==> config.mk <==
export PLATFORM = sky130hd
export DESIGN_NAME = liteic_qos_arbiter
export DESIGN_NICKNAME = d
export VERILOG_FILES = /design/src/rtl/liteic_pkg.sv /design/src/rtl/liteic_rr_pick.sv /design/src/rtl/liteic_qos_arbiter.sv
export SDC_FILE = /design/constraint.sdc
export NUM_CORES = 1
export LEC_CHECK = 0
export ABC_CLOCK_PERIOD_IN_PS = 12440
export CAP_MARGIN = 20
export CORE_MARGIN = 8
export CORE_UTILIZATION = 59
export CTS_BUF_LIST = sky130_fd_sc_hd__clkbuf_16
export DETAILED_ROUTE_END_ITERATION = 6
export HOLD_SLACK_MARGIN = 0.08
export PLACE_DENSITY = 0.84
export SYNTH_ARGS = -nofsm -noshare
export SYNTH_HDL_FRONTEND = slang
export SYNTH_SLANG_ARGS = --single-unit
export TNS_END_PERCENT = 30
==> constraint.sdc <==
create_clock -name clk_i -period 12.44 [get_ports clk_i]
set_input_delay 1.244 -clock clk_i [delete_from_list [all_inputs] [get_ports clk_i]]
set_output_delay 1.244 -clock clk_i [all_outputs]
set_load 0.01 [all_outputs]
==> src/rtl/liteic_pkg.sv <==
// Shared interconnect types and defaults.
// Used by the slave-node arbitration logic.
package liteic_pkg;

   localparam int IC_QOS_WIDTH      = 4;
   localparam int IC_ARB_AGE_THRESH = 8;

   typedef enum logic [1:0] {
      ARB_RR      = 2'd0,
      ARB_QOS     = 2'd1,
      ARB_QOS_AGE = 2'd2
   } arb_mode_e;

endpackage

==> src/rtl/liteic_rr_pick.sv <==
// Round-robin pick: first candidate at or after the pointer, wrapping.
// Double-width masked priority encoder.
module liteic_rr_pick
   import liteic_pkg::*;
#(
   parameter int N     = 4,
   parameter int IDX_W = (N > 1) ? $clog2(N) : 1
) (
   input  logic [N-1:0]     cand_i,
   input  logic [IDX_W-1:0] ptr_i,
   output logic [N-1:0]     onehot_o,
   output logic [IDX_W-1:0] idx_o
);

   logic [N-1:0]   w_mask;
   logic [2*N-1:0] w_dbl;
   logic           w_found;

   // Low half holds candidates at/after the pointer, high half the wrap
   always_comb begin
      for (int i = 0; i < N; i++) begin
         w_mask[i] = (i >= int'(ptr_i));
      end
      w_dbl    = {cand_i, cand_i & w_mask};
      w_found  = 1'b0;
      onehot_o = '0;
      idx_o    = '0;
      for (int i = 0; i < 2 * N; i++) begin
         if (!w_found && w_dbl[i]) begin
            w_found           = 1'b1;
            onehot_o[i % N]   = 1'b1;
            idx_o             = IDX_W'(i % N);
         end
      end
   end

endmodule

==> src/rtl/liteic_qos_arbiter.sv <==
// N-way QoS arbiter with round-robin tie-break and starvation aging.
// Grant is held until the slave-side ack.
module liteic_qos_arbiter
   import liteic_pkg::*;
#(
   parameter int        NUM_REQ    = 4,
   parameter int        QOS_W      = IC_QOS_WIDTH,
   parameter arb_mode_e MODE       = ARB_QOS_AGE,
   parameter int        AGE_W      = 4,
   parameter int        AGE_THRESH = IC_ARB_AGE_THRESH,
   parameter int        IDX_W      = (NUM_REQ > 1) ? $clog2(NUM_REQ) : 1
) (
   input  logic                     clk_i,
   input  logic                     rstn_i,
   input  logic [NUM_REQ-1:0]       req_i,
   input  logic [NUM_REQ*QOS_W-1:0] qos_i,
   input  logic                     ack_i,
   output logic [NUM_REQ-1:0]       gnt_o,
   output logic [IDX_W-1:0]         gnt_idx_o,
   output logic                     gnt_val_o,
   output logic [NUM_REQ-1:0]       starved_o
);

   localparam int P = QOS_W + 1;
   localparam logic [AGE_W-1:0] AGE_MAX = {AGE_W{1'b1}};

   logic [NUM_REQ-1:0] r_gnt;
   logic [IDX_W-1:0]   r_idx;
   logic               r_val;
   logic [NUM_REQ-1:0] r_starved;
   logic [IDX_W-1:0]   r_ptr;
   logic [AGE_W-1:0]   r_age [NUM_REQ];

   logic [P-1:0]       w_prio [NUM_REQ];
   logic [P-1:0]       w_max;
   logic [NUM_REQ-1:0] w_cand;
   logic [NUM_REQ-1:0] w_win;
   logic [IDX_W-1:0]   w_win_idx;
   logic [IDX_W-1:0]   w_ptr_nxt;
   logic [AGE_W-1:0]   w_age_nxt [NUM_REQ];
   logic               w_arb;

   assign w_arb = (!r_val || ack_i) && (|req_i);

   always_comb begin
      w_max = '0;
      for (int k = 0; k < NUM_REQ; k++) begin
         unique case (MODE)
            ARB_RR:  w_prio[k] = '0;
            ARB_QOS: w_prio[k] = {1'b0, qos_i[k*QOS_W +: QOS_W]};
            default: w_prio[k] = {r_starved[k], qos_i[k*QOS_W +: QOS_W]};
         endcase
         if (req_i[k] && (w_prio[k] > w_max)) w_max = w_prio[k];
      end
      for (int k = 0; k < NUM_REQ; k++) begin
         w_cand[k] = req_i[k] && (w_prio[k] == w_max);
      end
   end

   liteic_rr_pick #(
      .N     (NUM_REQ),
      .IDX_W (IDX_W)
   ) u_pick (
      .cand_i   (w_cand),
      .ptr_i    (r_ptr),
      .onehot_o (w_win),
      .idx_o    (w_win_idx)
   );

   assign w_ptr_nxt = (w_win_idx == IDX_W'(NUM_REQ - 1)) ? '0
                                                         : w_win_idx + 1'b1;

   // Losers that are still requesting age; the winner restarts from zero
   always_comb begin
      for (int k = 0; k < NUM_REQ; k++) begin
         if (MODE != ARB_QOS_AGE || w_win[k]) begin
            w_age_nxt[k] = '0;
         end else if (req_i[k] && r_age[k] != AGE_MAX) begin
            w_age_nxt[k] = r_age[k] + 1'b1;
         end else begin
            w_age_nxt[k] = r_age[k];
         end
      end
   end

   always_ff @(posedge clk_i) begin
      if (!rstn_i) begin
         r_gnt     <= '0;
         r_idx     <= '0;
         r_val     <= 1'b0;
         r_starved <= '0;
         r_ptr     <= '0;
         for (int k = 0; k < NUM_REQ; k++) r_age[k] <= '0;
      end else if (w_arb) begin
         r_gnt <= w_win;
         r_idx <= w_win_idx;
         r_val <= 1'b1;
         r_ptr <= w_ptr_nxt;
         for (int k = 0; k < NUM_REQ; k++) begin
            r_age[k]     <= w_age_nxt[k];
            r_starved[k] <= int'(w_age_nxt[k]) >= AGE_THRESH;
         end
      end else if (ack_i && r_val) begin
         r_gnt <= '0;
         r_idx <= '0;
         r_val <= 1'b0;
      end
   end

   assign gnt_o     = r_gnt;
   assign gnt_idx_o = r_idx;
   assign gnt_val_o = r_val;
   assign starved_o = r_starved;

endmodule

==> metrics.csv <==
metric,value,unit
timing.slew.headroom,52.8,%
p_per_area,130,mW/mm^2
track_usage,21.0,%
status,finished clean,
r2r-end,r_age[2][2],
synth_edf_count,16,
vias,2509,
tns,0,ns
hold_depth,1,
yosys.cell_types.count,61,
rrSetupSlack,5.91,ns
max_freq,129,MHz
clockBufferDepth,2,
cp-start-kind,input port,
avgSynthCellArea,8.82,sq um
maxCapViolCount,0,
gp_congestion,0.920,
seqCellArea,741,sq um
cp_max_fo,16,
ys_top_cells_by_area,"edfxtp_1 (18%), dfxtp_1 (9.9%), ha_1 (9.1%)",
ctsRootBufferMaster,clkbuf_16,
dieArea,0.00683,sq mm
drtPass1Iterations,6,
syn_area,0.00262,sq mm
start_util,60.6,%
antenna_cells,0,
cp.arrival,7.73,ns
numPortBuffers,33,
syn_inst,297,
stdcell_count,385,
post_drt_via_cell_ratio,6.52,
core_region_area,0.00432,sq mm
multi_input_area,0.00180,sq mm
finalSetupViolCount,0,
wl_per_cell,17.7,microns
dp_cells,377,
peakVddDrop,0.000109,V
ant_nets,0,
cp_top_family,compound AO/OA/AOI/OAI gates,
syn_nets,339,
post-route-period-util,62.2,%
die_width,82.6,microns
grt_pass1_wl,11200,microns
cp.required,12.43,ns
clock_skew,0.00418,ns
cts.clk_slew.worst_paths,0.05,ns
synth_common_cells,"nand2_1 (26), nor2_1 (23), a21oi_1 (22)",
clock_latency,0.27,ns
final-hold-violation-count,0,
ys_dominant_reg_cell,edfxtp_1,
cp_num_buf_inv,2,
path_class,input port to register,
synth_seq_area_share,28.3,%
synth_top_cell_area_share,18.3,%
drive_gt1_share,7.81,%
power_leakage,1.27,nW
dr.first_iter.drc_count,289,
rsz0062_at_grt,false,
clkSinkCount,29,
crit-reg2reg-launch,starved_o[0],
slew_viol_final,0,
post-route-min-period,7.73,ns
postCtsSetupRepairBufs,0,
hold_end,gnt_o[0],
fp.dieH,82.6,microns
fill_cells,352,
synth_top_area_cell,edfxtp_1,
row_count,24,
hold_class,register to register,
grt_max_degree,19,
cts_tree,yes,
post-route-drc-count,0,
yosys_warnings,0,
critical_path.slowest_cell,clkdlybuf4s50_1,
yosysMostFrequentCell,nand2_1,
grt_pass1_vias,2305,
hold_buffers,0,
cts.repair.resized,0,
htreeDepth,2,
worstSetupEndpointType,register,
overflow,0,
tightestPinTransition,0.708,ns
synth_seq_cells,29,
drt_wl_total,6820,microns
crit_chain,clkdlybuf4s50_1 -> nand2_1 -> ha_1 -> nand2_1 -> o21ai_0 -> o211a_1 -> nor2_1 -> ha_1 -> a21oi_1 -> a21oi_1 -> o21ai_0 -> a31oi_2 -> inv_1 -> ha_1 -> nor2b_1 -> o211a_1 -> o21ai_2 -> nor2_1 -> or4_1 -> and4b_1 -> nand4_2 -> nor2_1 -> a211oi_2 -> nor3_1,
fin_nets,374,
async_flop_share,0,%
ios,34,
synthToLayoutAreaGrowth,19.3,%
critPathMaxStageDelay,0.63,ns
numCtsBuffers,5,
dp_hpwl,5220,microns
antenna_found_initial,0,
min_from,gnt_o[0],
r2r_cells,23,
## stage by stage
| step | hold slack, ns | cell area [sq um] | worst slack, ns | utilization, % | power [mW] |
|---|---|---|---|---|---|
| 6_report | 0.470 | 3120 | 4.71 | 72.2 | 0.407 |
| 2_1_floorplan | 0.493 | 2620 | 5.91 | - | 0.248 |
| 5_1_grt | 0.495 | 3120 | 4.31 | 72.2 | 0.431 |
| 3_3_place_gp | 0.456 | 2980 | 4.61 | 69.0 | 0.289 |
| 4_1_cts | 0.475 | 3120 | 4.87 | 72.2 | 0.404 |
| 3_5_place_dp | 0.464 | 2980 | 4.61 | 69.0 | 0.293 |
## placed cells by master, fill, tap and decap left out, drive strengths merged, types with 3 or more instances in the layout
cell / count
a211o: 4
a211oi: 7
a21oi: 23
a22o: 4
a2bb2oi: 4
a31oi: 4
and2: 3
clkbuf: 5
clkdlybuf4s50: 33
dfxtp: 13
edfxtp: 16
ha: 19
inv: 13
mux2i: 6
nand2: 26
nand3: 14
nand4: 4
nor2: 23
nor2b: 3
nor3: 6
nor4: 6
o211a: 5
o211ai: 4
o21a: 6
o21ai: 20
o2bb2ai: 4
o31a: 3
o31ai: 6
xnor2: 10
xor2: 15
## registers in the layout, summed over array words and instances (netlist names)
register / cells
gnt_idx_o: 2
gnt_o: 4
gnt_val_o: 1
r_age: 16
r_ptr: 2
starved_o: 4
## layout make-up
cell class	count	area share [%]
clock buffer	5	4.01
clock inverter	3	0.441
inverter	12	1.44
multi-input combinational	251	57.7
sequential	29	23.7
tap	52	2.08
timing repair buffer	33	10.6
## worst reg2reg max path, stage by stage (launching register included)
cell and delay [ns]:
dfxtp_1 0.42, nand2_1 0.13, ha_1 0.34, nand2_1 0.07
o21ai_0 0.48, o211a_1 0.30, nor2_1 0.08, ha_1 0.33
a21oi_1 0.19, a21oi_1 0.11, o21ai_0 0.49, a31oi_2 0.28
inv_1 0.11, ha_1 0.24, nor2b_1 0.13, o211a_1 0.22
o21ai_2 0.57, nor2_1 0.17, or4_1 0.50, and4b_1 0.23
nand4_2 0.16, nor2_1 0.09, a211oi_2 0.50, nor3_1 0.12
## where the power goes
group	switching, mW	internal [mW]	leakage, nW
Sequential	0.0113	0.114	0.289
Clock	0.0393	0.0723	0.0748
Combinational	0.0988	0.0718	0.905
Total	0.149	0.258	1.27
## layer usage
layer	share of wire [%]	up-vias	GRT usage, %
li1	-	1218	-
met3	7.9	14	4.65
met1	45	1171	28.8
met5	0	-	0
met2	46	106	32.8
met4	1.3	0	4.83
## cell families after synthesis
logic type | count (synthesis) | share of synthesized area [%]
AOI/OAI and AO/OA | 107 | 30.3
and+or+nand+nor | 94 | 18.8
DFF | 29 | 28.3
xor gates and xnor gates | 25 | 8.36
adders and majority gates | 19 | 9.08
buffers and inverters | 17 | 2.87
muxes | 6 | 2.29
## how the worst max path moves through the flow
| stage | to | depth (start not counted) | slack (ns) | startpoint |
|---|---|---|---|---|
| floorplan | r_age[3][0] | 25 | 5.91 | req_i[0] |
| global placement | r_age[0][1] | 24 | 4.61 | req_i[0] |
| detailed placement | r_age[2][2] | 24 | 4.61 | req_i[0] |
| CTS | r_age[2][2] | 24 | 4.87 | req_i[0] |
| global route | r_age[0][0] | 24 | 4.31 | req_i[0] |
| finish | r_age[2][2] | 24 | 4.71 | req_i[0] |
Note: power is estimated with default switching activity, not from simulation.
